<file path="config.mk">
export PLATFORM = sky130hd
export DESIGN_NAME = pc_sequencer
export DESIGN_NICKNAME = d
export VERILOG_FILES = /design/src/rtl/pc_sequencer.sv
export SDC_FILE = /design/constraint.sdc
export NUM_CORES = 1
export LEC_CHECK = 0
export CAP_MARGIN = 10
export CORE_AREA = 2 2 44 46
export CTS_BUF_LIST = sky130_fd_sc_hd__clkbuf_4 sky130_fd_sc_hd__clkbuf_8 sky130_fd_sc_hd__clkbuf_16
export CTS_CLUSTER_SIZE = 24
export DETAILED_ROUTE_END_ITERATION = 10
export DIE_AREA = 0 0 46 48
export GPL_TIMING_DRIVEN = 0
export PLACE_DENSITY = 0.73
export SLEW_MARGIN = 15
export SYNTH_ARGS = -nofsm -noshare
export SYNTH_HDL_FRONTEND = slang
export SYNTH_SLANG_ARGS = --single-unit
</file>
<file path="constraint.sdc">
create_clock -name clk -period 1.57 [get_ports clk]
set_input_delay 0.314 -clock clk [delete_from_list [all_inputs] [get_ports clk]]
set_output_delay 0.314 -clock clk [all_outputs]
set_load 0.01 [all_outputs]
</file>
<file path="src/rtl/pc_sequencer.sv">
// Program-counter sequencer: owns the PC, runs the instruction-fetch handshake and
// retires into sequential, redirect or halt. Define PC_ALIGN_CHECK_EN to trap misaligned redirects.
module pc_sequencer #(
   parameter int              PC_W     = 8,
   parameter logic [PC_W-1:0] RESET_PC = '0,
   parameter int              PC_STEP  = 4
) (
   input  logic            clk,
   input  logic            reset,
   output logic            imem_req,
   output logic [PC_W-1:0] imem_addr,
   input  logic            imem_ack,
   output logic            instr_valid,
   input  logic            stall,
   input  logic            redirect_valid,
   input  logic [PC_W-1:0] redirect_target,
   input  logic            halt_req,
   input  logic            resume,
   output logic [PC_W-1:0] pc,
   output logic            halted,
   output logic            fault
);

   localparam logic [1:0] ST_FETCH = 2'd0;
   localparam logic [1:0] ST_ISSUE = 2'd1;
   localparam logic [1:0] ST_HALT  = 2'd2;

   localparam logic [PC_W-1:0] STEP = PC_W'(PC_STEP);

   logic [1:0]      state_q, state_d;
   logic [PC_W-1:0] pc_q, pc_d;
   logic            fault_q, fault_d;
   logic            retire;
   logic            resume_ok;

   assign retire = (state_q == ST_ISSUE) && !stall;

`ifdef PC_ALIGN_CHECK_EN
   logic misaligned;

   assign misaligned = redirect_valid && (redirect_target[1:0] != 2'b00);
   assign resume_ok  = resume && !fault_q;

   always_comb begin
      pc_d    = pc_q;
      fault_d = fault_q;
      if (retire) begin
         if (misaligned) begin
            fault_d = 1'b1;
         end else if (redirect_valid) begin
            pc_d = redirect_target;
         end else begin
            pc_d = pc_q + STEP;
         end
      end
   end
`else
   logic [PC_W-1:0] aligned_target;
   logic            misaligned;
   logic            unused_target_lsb;

   // Low address bits are dropped so every fetch stays word aligned.
   assign aligned_target    = {redirect_target[PC_W-1:2], 2'b00};
   assign unused_target_lsb = ^redirect_target[1:0];
   assign misaligned        = 1'b0;
   assign resume_ok         = resume;

   always_comb begin
      pc_d    = pc_q;
      fault_d = 1'b0;
      if (retire) begin
         if (redirect_valid) begin
            pc_d = aligned_target;
         end else begin
            pc_d = pc_q + STEP;
         end
      end
   end
`endif

   always_comb begin
      state_d = state_q;
      case (state_q)
         ST_FETCH: begin
            if (imem_ack) state_d = ST_ISSUE;
         end
         ST_ISSUE: begin
            if (!stall) begin
               // A misaligned redirect halts regardless of halt_req.
               if (misaligned || halt_req) state_d = ST_HALT;
               else                        state_d = ST_FETCH;
            end
         end
         ST_HALT: begin
            if (resume_ok) state_d = ST_FETCH;
         end
         default: state_d = ST_FETCH;
      endcase
   end

   always_ff @(posedge clk) begin
      if (reset) begin
         state_q <= ST_FETCH;
         pc_q    <= RESET_PC;
         fault_q <= 1'b0;
      end else begin
         state_q <= state_d;
         pc_q    <= pc_d;
         fault_q <= fault_d;
      end
   end

   // Handshake outputs are forced low during reset so a pending fetch is abandoned.
   assign imem_req    = !reset && (state_q == ST_FETCH);
   assign instr_valid = !reset && (state_q == ST_ISSUE);
   assign halted      = !reset && (state_q == ST_HALT);
   assign imem_addr   = pc_q;
   assign pc          = pc_q;
   assign fault       = fault_q;

endmodule
</file>
==> Yosys cells after proc, flatten, opt, wreduce, memory -nomap -nowiden <==
Cells that the tools add are included.
{ "word_totals": {"ff_bits": 10, "output_inout_bits": 20, "word_cells": 22} }
{ "classes": {"addsub": 1, "n_eq_ne": 5, "n_mux": 6, "reduce_logical": 8} }
{ "op_table": {"columns": ["cell", "count"], "rows": [
  ["adder 8 x 3 -> 8 bit, second input constant", 1],
  ["2-to-1 mux 2 bit", 4],
  ["2-to-1 mux 8 bit", 1],
  ["inequality test 2 bit, second input constant", 3],
  ["case mux 2 bit (3 select lines)", 1],
  ["logical AND 1 bit", 4],
  ["AND reduction 3 bit", 1],
  ["== test 2 x 1 -> 1 bit, second input constant", 1],
  ["== test 2 bit, second input constant", 1],
  ["zero test 1 bit", 2],
  ["zero test 2 bit", 1]
]} }

==> Depth between registers and ports, before layout <==
Gate-level depths: netlist of the first run.
{ "logic_depth": {"depth_word": 3, "mapped_depth": 4} }

==> Worst setup path after synthesis of the first run <==
No wires, ideal clock.
{ "synth_path": {"kind": "reg2reg", "start": "reg state_q[0]", "end": "reg pc_q[2], in the netlist imem_addr[2]", "arrival_time_ns": 1.242, "required_time_ns": 1.496, "slack_ns": 0.254, "stages_incl_launch_ff": 5, "path_buffers": 1, "period_less_slack_ns": 1.316, "cell_sequence": "dfxtp_1 > buf_4 > or3b_4 > or3_1 > a31oi_1"} }
{ "synth_via": {"elab_chain_cells": 2} }
{ "synth_rtl": {"columns": ["element", "line_no", "text"], "rows": [
  ["start, declared", "30", "logic [1:0] state_q, state_d;"],
  ["start signal, assigned", "107", "state_q <= state_d;"],
  ["== test 2 x 1 -> 1 bit", "36", "assign retire = (state_q == ST_ISSUE) && !stall;"],
  ["logical AND 1 bit", "36", null],
  ["end signal, assigned", "108", "pc_q <= pc_d;"],
  ["end, declared", "31", "logic [PC_W-1:0] pc_q, pc_d;"]
]} }
Every way passes these cells.
A chain may end at the register's enable or synchronous reset.

==> Worst setup path in the final report of the first run <==
{ "layout_path": {"start": "in reset", "end": "out imem_req"} }
{ "layout_via": {"elab_chain_cells": 2} }
{ "layout_rtl": {"columns": ["element", "line_no", "text"], "rows": [
  ["start, declared", "9", "input logic reset,"],
  ["zero test 1 bit", "114", "assign imem_req = !reset && (state_q == ST_FETCH);"],
  ["logical AND 1 bit", "114", null],
  ["end, declared", "10", "output logic imem_req,"]
]} }
Every way passes these cells.

==> results.ini, run 1 <==
[cells_and_area]
insertedDiodeCount = 0
synthToLayoutAreaGrowth_pct = 65.2
final_net_count = 121
drive_above_1_share_pct = 29.1

[worst_setup_path]
required_ps = 1260
cp_max_fo = 10
crit_top_cell = dlygate4sd2_1
crit_chain = dlygate4sd2_1 -> clkbuf_8 -> nor3_1 -> dlygate4sd2_1
cpPeakStageDelay_ps = 290
cp.arrival_ps = 1200
cpLargestDelayFamily = buffers and inverters
timing.reg2reg.setup_slack_ps = 160
slowest_stage = dlygate4sd2_1
setup.worst_path.start_class = input port
critPathCaptureType = output port
critPathBufInv = 3
crit_type = input port to output port

[die]
die_h_um = 48
rows = 15
initial_core_util_pct = 33.4
die-width_um = 46
num_io_pins = 35
coreArea_mm2 = 0.00169
dieArea_mm2 = 0.00221

[routing]
antenna_left = 0
viasPerCell = 5.08
drc = 0
wire_per_inst_um = 11.7
drt_iter0_drc = 7
wl_um = 1410
dr.pass1.iters = 4
route.vias.total = 609

[cts]
cts_buffer_depth = 2
cts_tree = done
clock_latency_ps = 250
cts_root_buf = clkbuf_4
cts.sinks = 8
clkTransAtPathRegs_ps = 50
ctsHtreeMaxLevel = 1
cts_buffers = 3

[grt]
grt_overflow = 0
grt_usage_pct = 13.7
grt_pass1_wl_um = 2160
grt_pass1_vias = 538
grt_max_degree = 11
antenna_found_initial = 0

[pwr]
leakagePower_uw = 0.000432
ir_drop_v = 0.000340
power_density_mw_per_mm2 = 561
power.switching_uw = 136
pwr-share-seq_pct = 42.5
switching_share_pct = 26.1
p_int_uw = 387
clock_power_share_pct = 29.3
combPwrFrac_pct = 28.2

[run_status]
status = finished, final reports clean

[synth]
yosys.cell_types.count = 28
yosysWarnings = 0
synth_top_cell_by_area = dfxtp_1
yosys.area_share.adder_pct = 2.22
synthMuxAreaShare_pct = 5.32
syn-instance-count = 69
synthTopCellsByArea = dfxtp_1 28%, buf_4 16%, nor3b_1 6.7%, mux2i_1 5.3%, o21ai_0 4.4%
ys_seq_area_share_pct = 28.4
synth-compound-area-share_pct = 18.6
yosysTopAreaCellShare_pct = 28.4
syn_area_um2 = 564
synth_top_family_by_area = simple AND/OR/NAND/NOR gates
ys_ff_latch = 8
synth_xor_area_share_pct = 0
avgSynthCellArea_um2 = 8.18
synth-simple-area-share_pct = 27.5

[timing]
period_share_pct = 96.5
clock.fmax_ghz = 0.660
final-hold-violation-count = 0
setup_slack_ps = 54.9
slew_viol_final = 0
rsz0062_at_grt = false
holdWs_ps = 520
layout_min_cycle_time_ps = 1520
setup_violations = 0
skew_ps = 2.00

[worst_hold_path]
hp-class = register to register

[placement]
hpwl_um = 1050
dp_slack_ps = -573
gp_congestion = 0.693
portBuffers = 27

[job]
maxCapViolCount = 0

path summary, 6_finish.rpt:
kind,from,endpoint,depth (start not counted)
worst min register to register,imem_addr[2],imem_addr[2],2
worst max-delay path,reset,imem_req,4
worst max register to register,state_q[0],imem_addr[2],4
worst min-delay path,imem_addr[2],imem_addr[2],2
cells in the final DEF, fill, tap and decap left out:
cell type         n
nor3b_1           4
dlymetal6s2s_1    3
nand2_1           4
dfxtp_1           1
or3_1             1
clkbuf_2          1
buf_4            12
or3b_4            1
ha_1              1
o211ai_1          1
o31a_1            1
o21ai_0           5
a211oi_1          2
a31oi_1           3
clkbuf_4          3
nand2b_1          1
mux2i_1           3
nor2_1            4
clkbuf_8          1
o41a_1            1
a21oi_1           2
dfxtp_2           3
dlygate4sd2_1     5
conb_1            5
a31o_2            1
nand3_1           3
nor3_1            2
clkdlybuf4s50_1  17
dfxtp_4           4
clkdlybuf4s15_2   2
nor2b_1           1
nand4_1           1
and2_1            1
nand3b_1          1
nor3b_2           2
stage by stage:
stage / TNS, ps / util, % / power, uW / area (um2) / cells
2_1_floorplan: 0 / - / 303 / 579 / 73
3_3_place_gp: -2670 / 51.6 / 376 / 871 / 117
3_5_place_dp: -2720 / 51.6 / 379 / 871 / 117
4_1_cts: 0 / 54.3 / 529 / 917 / 120
5_1_grt: 0 / 55.2 / 553 / 932 / 120
6_report: 0 / 55.2 / 523 / 932 / 120
final cells by class:
type / count / area [um2]
plain buffers: 14 / 109
clock buffers: 3 / 22.5
fillers: 168 / 757
multi-input cells: 51 / 327
flip-flops and latches: 8 / 179
well taps: 17 / 21.3
repair buffers: 27 / 274
per-layer routing:
layer  vias up  part of all wire [%]  GRT usage [%]
met4         0                     0           5.71
met5         -                     0              0
met3         0                   6.8           3.40
li1        305                     -              -
met2        25                    50           24.2
met1       279                    43           15.7
worst reg2reg max path, cell delays in order, from the launching register on:
cell,delay [ps]
dfxtp_1,310
buf_4,140
or3b_4,410
or3_1,320
a31oi_1,150
synthesized netlist by cell type:
| cell | n |
|---|---|
| nand4_1 | 1 |
| nand2b_1 | 1 |
| o31a_1 | 1 |
| nand3b_1 | 1 |
| o21ai_0 | 5 |
| nand2_1 | 4 |
| o211ai_1 | 1 |
| nor2_1 | 4 |
| o41a_1 | 1 |
| conb_1 | 1 |
| dfxtp_1 | 8 |
| nor3_1 | 2 |
| clkbuf_1 | 1 |
| and2_1 | 1 |
| mux2i_1 | 3 |
| nor2b_1 | 1 |
| a31o_2 | 1 |
| nand3_1 | 3 |
| ha_1 | 1 |
| a21oi_1 | 2 |
| a211oi_1 | 2 |
| buf_4 | 12 |
| or3_1 | 1 |
| nor3b_1 | 5 |
| a31oi_1 | 3 |
| or3b_4 | 1 |
| buf_1 | 1 |
| nor3b_2 | 1 |
power by group through the flow:
| stage | combinational (uW) | sequential, uW | clock (uW) |
|---|---|---|---|
| final | 148 | 222 | 153 |
| after global routing | 160 | 224 | 169 |
| after CTS | 148 | 222 | 159 |
| after detailed placement | 150 | 229 | 0 |
| after global placement | 148 | 229 | 0 |
| after floorplan | 73.6 | 229 | 0 |
cells by family (layout without fill, tap and decap cells):
family / count (synthesis) / after routing
simple gates: 26 / 26
compound gates: 16 / 16
buf+inv: 14 / 44
flops: 8 / 8
mux: 3 / 3
fa+ha+maj: 1 / 1
other cells: 1 / 5
sequential cells by signal, indices dropped and copies added (netlist names):
name / flops
state_q: 2
imem_addr: 6
repair_timing:
action / CTS / global route
gates resized for setup: 24 / 6
setup buffers: 0 / 0
hold endpoints to repair: 0 / 0
endpoints found under the setup margin: 12 / 10
hold buffers: 0 / 0
(Power assumes the default switching activity.)
==> run 2, diff against run 1 <==
Settings changed: HOLD_SLACK_MARGIN set to 0.06.
==> results of run 2 <==
No change in the layout: final DEF, timing and power equal those of run 1.
